<file path="config.mk">
export PLATFORM = sky130hd
export DESIGN_NAME = mem_access_unit_flat
export DESIGN_NICKNAME = d
export VERILOG_FILES = /design/src/rtl/mem_access_unit_if.sv /design/src/rtl/mem_access_unit.sv /design/src/flat_wrapper.sv
export SDC_FILE = /design/constraint.sdc
export NUM_CORES = 1
export LEC_CHECK = 0
export BUFFER_PORTS_ARGS = -buffer_cell sky130_fd_sc_hd__buf_2
export CORE_MARGIN = 1
export CORE_UTILIZATION = 49
export DETAILED_ROUTE_END_ITERATION = 10
export PLACE_DENSITY = 0.92
export SETUP_SLACK_MARGIN = 0.3
export SLEW_MARGIN = 20
export SYNTH_ARGS = -nofsm -noshare
export SYNTH_HDL_FRONTEND = slang
export SYNTH_SLANG_ARGS = --single-unit
</file>
<file path="constraint.sdc">
create_clock -name clk -period 6.5 [get_ports clk]
set_input_delay 0.325 -clock clk [delete_from_list [all_inputs] [get_ports clk]]
set_output_delay 0.325 -clock clk [all_outputs]
set_load 0.02 [all_outputs]
</file>
<file path="src/rtl/mem_access_unit_if.sv">
// Memory bus between mem_access_unit (master) and a variable-latency memory (slave):
// level req held until a one-cycle ack, registered address/data/direction.
interface mem_access_unit_if #(
   parameter int unsigned ADDR_W = 32,
   parameter int unsigned DATA_W = 32
);
   logic              bus_req;
   logic              bus_we;
   logic [ADDR_W-1:0] bus_addr;
   logic [DATA_W-1:0] bus_wdata;
   logic [DATA_W-1:0] bus_rdata;
   logic              bus_ack;

   modport master (
      output bus_req, bus_we, bus_addr, bus_wdata,
      input  bus_rdata, bus_ack
   );

   modport slave (
      input  bus_req, bus_we, bus_addr, bus_wdata,
      output bus_rdata, bus_ack
   );
endinterface

</file>
<file path="src/rtl/mem_access_unit.sv">
// Memory-side stage of the multi-cycle MIPS datapath: strobe -> req/ack bus cycle, owns MDR.
// Optional MEM_ALIGN_CHECK_EN: reject misaligned word addresses with an err pulse, no bus cycle.
module mem_access_unit #(
   parameter int unsigned ADDR_W  = 32,
   parameter int unsigned DATA_W  = 32,
   parameter int unsigned TIMEOUT = 15
) (
   input  logic              clk,
   input  logic              rst,
   input  logic              mem_read,
   input  logic              mem_write,
   input  logic [ADDR_W-1:0] addr,
   input  logic [DATA_W-1:0] wdata,
   output logic [DATA_W-1:0] mdr,
   output logic              stall,
   output logic              err,
   mem_access_unit_if.master bus
);

   localparam int unsigned      CNT_W    = $clog2(TIMEOUT + 1);
   localparam logic [CNT_W-1:0] CNT_LAST = CNT_W'(TIMEOUT - 1);

   typedef enum logic [1:0] {IDLE, BUSY, DONE} state_t;

   state_t            state, state_nxt;
   logic [CNT_W-1:0]  cnt;
   logic [ADDR_W-1:0] addr_q;
   logic [DATA_W-1:0] wdata_q;
   logic              we_q;

   logic              access;
   logic              misaligned;
   logic [ADDR_W-1:0] addr_word;
   logic              latch;
   logic              load_mdr;
   logic              fault;
   logic              cnt_clr;
   logic              cnt_inc;

   // Bus addresses are always word addresses; with the check enabled the low bits
   // are already zero whenever a bus cycle is actually started.
   assign addr_word = addr & ~ADDR_W'(3);

`ifdef MEM_ALIGN_CHECK_EN
   assign misaligned = |addr[1:0];
`else
   assign misaligned = 1'b0;
`endif

   assign access = mem_read | mem_write;

   always_ff @(posedge clk or posedge rst) begin
      if (rst) state <= IDLE;
      else     state <= state_nxt;
   end

   always_comb begin
      state_nxt = state;
      latch     = 1'b0;
      load_mdr  = 1'b0;
      fault     = 1'b0;
      cnt_clr   = 1'b0;
      cnt_inc   = 1'b0;
      stall     = access & (state != DONE);
      case (state)
         IDLE: begin
            if (access) begin
               if (misaligned) begin
                  fault     = 1'b1;
                  state_nxt = DONE;
               end else begin
                  latch     = 1'b1;
                  cnt_clr   = 1'b1;
                  state_nxt = BUSY;
               end
            end
         end
         BUSY: begin
            // An ack on the final allowed cycle still completes the access.
            if (bus.bus_ack) begin
               load_mdr  = ~we_q;
               state_nxt = DONE;
            end else if (cnt == CNT_LAST) begin
               fault     = 1'b1;
               state_nxt = DONE;
            end else begin
               cnt_inc = 1'b1;
            end
         end
         DONE:    state_nxt = IDLE;
         default: state_nxt = IDLE;
      endcase
   end

   always_ff @(posedge clk or posedge rst) begin
      if (rst) begin
         addr_q  <= '0;
         wdata_q <= '0;
         we_q    <= 1'b0;
         mdr     <= '0;
         err     <= 1'b0;
         cnt     <= '0;
      end else begin
         err <= fault;
         if (latch) begin
            addr_q  <= addr_word;
            wdata_q <= wdata;
            we_q    <= mem_write;
         end
         if (cnt_clr)      cnt <= '0;
         else if (cnt_inc) cnt <= cnt + 1'b1;
         if (load_mdr) mdr <= bus.bus_rdata;
      end
   end

   // bus_req decodes straight from the state register so reset drops it asynchronously.
   assign bus.bus_req   = (state == BUSY);
   assign bus.bus_we    = we_q;
   assign bus.bus_addr  = addr_q;
   assign bus.bus_wdata = wdata_q;

endmodule

</file>
<file path="src/flat_wrapper.sv">
// flat-port wrapper written by rule: the top's interface ports become plain ports
module mem_access_unit_flat 
#(
   parameter int unsigned ADDR_W  = 32,
   parameter int unsigned DATA_W  = 32,
   parameter int unsigned TIMEOUT = 15
)
  (clk, rst, mem_read, mem_write, addr, wdata, mdr, stall, err, bus_bus_req, bus_bus_we, bus_bus_addr, bus_bus_wdata, bus_bus_rdata, bus_bus_ack);
  mem_access_unit_if #(.ADDR_W(ADDR_W), .DATA_W(DATA_W)) bus_i ();
  input  logic clk;
  input  logic rst;
  input  logic mem_read;
  input  logic mem_write;
  input  logic [ADDR_W-1:0] addr;
  input  logic [DATA_W-1:0] wdata;
  output logic [DATA_W-1:0] mdr;
  output logic stall;
  output logic err;
  output wire logic [$bits(bus_i.bus_req)-1:0] bus_bus_req;
  output wire logic [$bits(bus_i.bus_we)-1:0] bus_bus_we;
  output wire logic [$bits(bus_i.bus_addr)-1:0] bus_bus_addr;
  output wire logic [$bits(bus_i.bus_wdata)-1:0] bus_bus_wdata;
  input wire logic [$bits(bus_i.bus_rdata)-1:0] bus_bus_rdata;
  input wire logic [$bits(bus_i.bus_ack)-1:0] bus_bus_ack;
  assign bus_bus_req = bus_i.bus_req;
  assign bus_bus_we = bus_i.bus_we;
  assign bus_bus_addr = bus_i.bus_addr;
  assign bus_bus_wdata = bus_i.bus_wdata;
  assign bus_i.bus_rdata = bus_bus_rdata;
  assign bus_i.bus_ack = bus_bus_ack;
  mem_access_unit #(.ADDR_W(ADDR_W), .DATA_W(DATA_W), .TIMEOUT(TIMEOUT)) u_core (.clk(clk), .rst(rst), .mem_read(mem_read), .mem_write(mem_write), .addr(addr), .wdata(wdata), .mdr(mdr), .stall(stall), .err(err), .bus(bus_i));
endmodule
</file>
==> impl_metrics.ini <==
[status]
status = finished clean

[clock_network]
cts_buffers = 9
cts.sink_count = 102
clk_path_buf_depth = 2
postCtsSetupRepairBufs = 0
cts_htree_levels = 3
cts_root_buffer = clkbuf_8
cts-hold-fix-buffers = 0
post_cts_resized = 0
cts_tree = done
clk_pin_slew_ps = 90
insertion_delay_ps = 340

[pwr]
powerDensity_nw_per_um2 = 539
p_int_mw = 1.71
p_sw_mw = 1.09
vdd_drop_max_mv = 0.285
power_frac_comb = 0.466
seqPwrFrac = 0.397
p_leak_nw = 2.58
pwr-share-clk = 0.137
p_sw_frac = 0.389

[worst_setup_path]
required_ps = 6720
startpoint_type = flip-flop
end_kind = flip-flop
path_cells = nor3_2 -> buf_4 -> mux2_2
cp_slowest_stage_delay_ps = 490
cp.arrival_ps = 1950
crit_slowest_cell = dfrtp_1
cp_top_family = flip-flops
crit_fanout = 38
worst-setup-path-type = reg2reg
crit_buf_inv = 1

[detailed_routing]
vias = 2674
dr.pass1.iters = 6
vias_per_cell = 4.89
drt_iter0_markers = 58
wl_um = 7880
ant_nets = 0
drc = 0
wl_per_cell_um = 14.4

[yosys]
yosysMostFrequentCell = dfrtp_1
synth.largest_area_cell = dfrtp_1
synth_flop_cell = dfrtp_1
avgSynthCellArea_um2 = 16.2
synth_common_cells = dfrtp_1, mux2_2, buf_4
netlist_area_um2 = 3950
synth_edf_count = 0
async_flop_share = 1.00
seq_area_frac_synth = 0.647
yosys.cell_types.count = 25
yosysTopAreaCellShare = 0.647
syn-instance-count = 243
synth_seq_cells = 102
netlist_top_cells_area = dfrtp_1, mux2_2, buf_4
yosys_warnings = 0

[finish]
drive_above_1_share = 0.692
num-nets-final = 545
antenna_cells = 0
n_fill_cell = 592
finish.utilization = 0.667
syn_to_final_growth_pct = 31.3
finalInstanceArea_um2 = 5180

[floorplan]
die-area_um2 = 8420
start_util = 0.508
fp.coreArea_um2 = 7770
die_h_um = 91.7
io_pins = 201
dieWidth_um = 91.7
rows = 32

[global_routing]
grt_max_degree = 54
grt_busiest_layer = met2
grt_antenna_before_repair = 0
grt_pass1_wl_um = 12700
use_met2 = 0.333
grt_util_met1 = 0.240
grt_pass1_vias = 2718
global_route.overflow_total = 0
met3_usage = 0.0481
grt_util_all_layers = 0.194

[place]
gp_congestion = 0.758
dpl_cell_area_um2 = 4990
hpwlAfterDp_um = 5890
numPortBuffers = 196

[sta]
max_slew_margin = 0.570
drv_slew = 0
rsz0062_at_grt = false
finalSetupViolCount = 0
min_period_ps = 1730
final.setup.tns_ps = 0
clock_skew_ps = 7.79
max_slew.worst_pin.slew_ps = 645
max_freq_mhz = 580
hold_violations = 0
min_period_over_period = 0.265

[worst_hold_path]
hp-class = in2async

[flow_run]
drv_cap = 0
[cells by family after synthesis]
family                   share of synthesized area
flip-flops                                   0.647
multiplexers                                 0.273
other                                     0.000950
buffers and inverters                       0.0295
AO/OA/AOI/OAI                               0.0165
AND/OR/NAND/NOR                             0.0266
adder cells (fa/ha/maj)                    0.00634
[stage by stage]
| stage | cells | hold slack [ps] | power [mW] | worst slack [ps] |
|---|---|---|---|---|
| 2_1_floorplan | 244 | 460 | 2.01 | 3500 |
| 3_3_place_gp | 533 | 422 | 2.38 | 4820 |
| 3_5_place_dp | 533 | 440 | 2.44 | 4780 |
| 4_1_cts | 547 | 54.6 | 2.83 | 4760 |
| 5_1_grt | 547 | 74.2 | 2.96 | 4650 |
| 6_report | 547 | 36.1 | 2.79 | 4770 |
[registers in the layout, indices dropped and copies added, names as in the netlist]
register and count:
u_core.err 1, u_core.bus.bus_wdata 32, u_core.state 2, u_core.bus.bus_addr 30, u_core.mdr 32, u_core.bus.bus_we 1
u_core.cnt 4
[cells in the final DEF (no fill, tap or decap), types with 2 or more instances in the layout]
master and count:
clkbuf_8 10, a21oi_1 4, ha_1 2, mux2i_1 2, nor2_1 3, dfrtp_1 102, mux2_2 90, mux2_1 4
o31ai_1 2, nand3_1 4, inv_1 3, buf_4 4, buf_2 196, conb_1 2
[metal layers]
| metal | share of wire | wire length [um] |
|---|---|---|
| met5 | 0 | 0 |
| met4 | 0.016 | 123 |
| met3 | 0.077 | 604 |
| met2 | 0.50 | 3970 |
| met1 | 0.40 | 3180 |
[worst paths after layout]
| kind | slack [ps] | cells past startpoint | start | to |
|---|---|---|---|---|
| min reg2reg | 490 | 1 | u_core.mdr[7]$_DFFE_PP0P_ | u_core.mdr[7]$_DFFE_PP0P_ |
| max in group asynchronous | 5390 | 3 | rst | u_core.bus.bus_wdata[6]$_DFFE_PP0P_ |
| min | 40 | 2 | rst | u_core.mdr[3]$_DFFE_PP0P_ |
| max | 4770 | 3 | u_core.state[0]$_DFFE_PP0P_ | u_core.bus.bus_wdata[0]$_DFFE_PP0P_ |
| min in group clk | 190 | 2 | bus_bus_rdata[7] | u_core.mdr[7]$_DFFE_PP0P_ |
| max reg2reg | 4770 | 3 | u_core.state[0]$_DFFE_PP0P_ | u_core.bus.bus_wdata[0]$_DFFE_PP0P_ |
[power groups by stage]
stage | clock, mW | combinational, mW | sequential (mW)
CTS | 0.396 | 1.32 | 1.11
detailed placement | 0 | 1.32 | 1.12
floorplan | 0 | 0.519 | 1.49
global route | 0.418 | 1.38 | 1.15
global placement | 0 | 1.28 | 1.10
finish | 0.382 | 1.30 | 1.11
[area by class of cell]
| type | instances | area, um^2 | area share |
|---|---|---|---|
| clock inverters | 3 | 46.3 | 0.00893 |
| multi-input cells | 125 | 1290 | 0.248 |
| inverters | 4 | 17.5 | 0.00338 |
| repair buffers | 200 | 1010 | 0.195 |
| flip-flops and latches | 102 | 2550 | 0.493 |
| well taps | 102 | 128 | 0.0246 |
| clock buffers | 11 | 141 | 0.0273 |
Note: power is estimated with default switching activity, not from simulation.
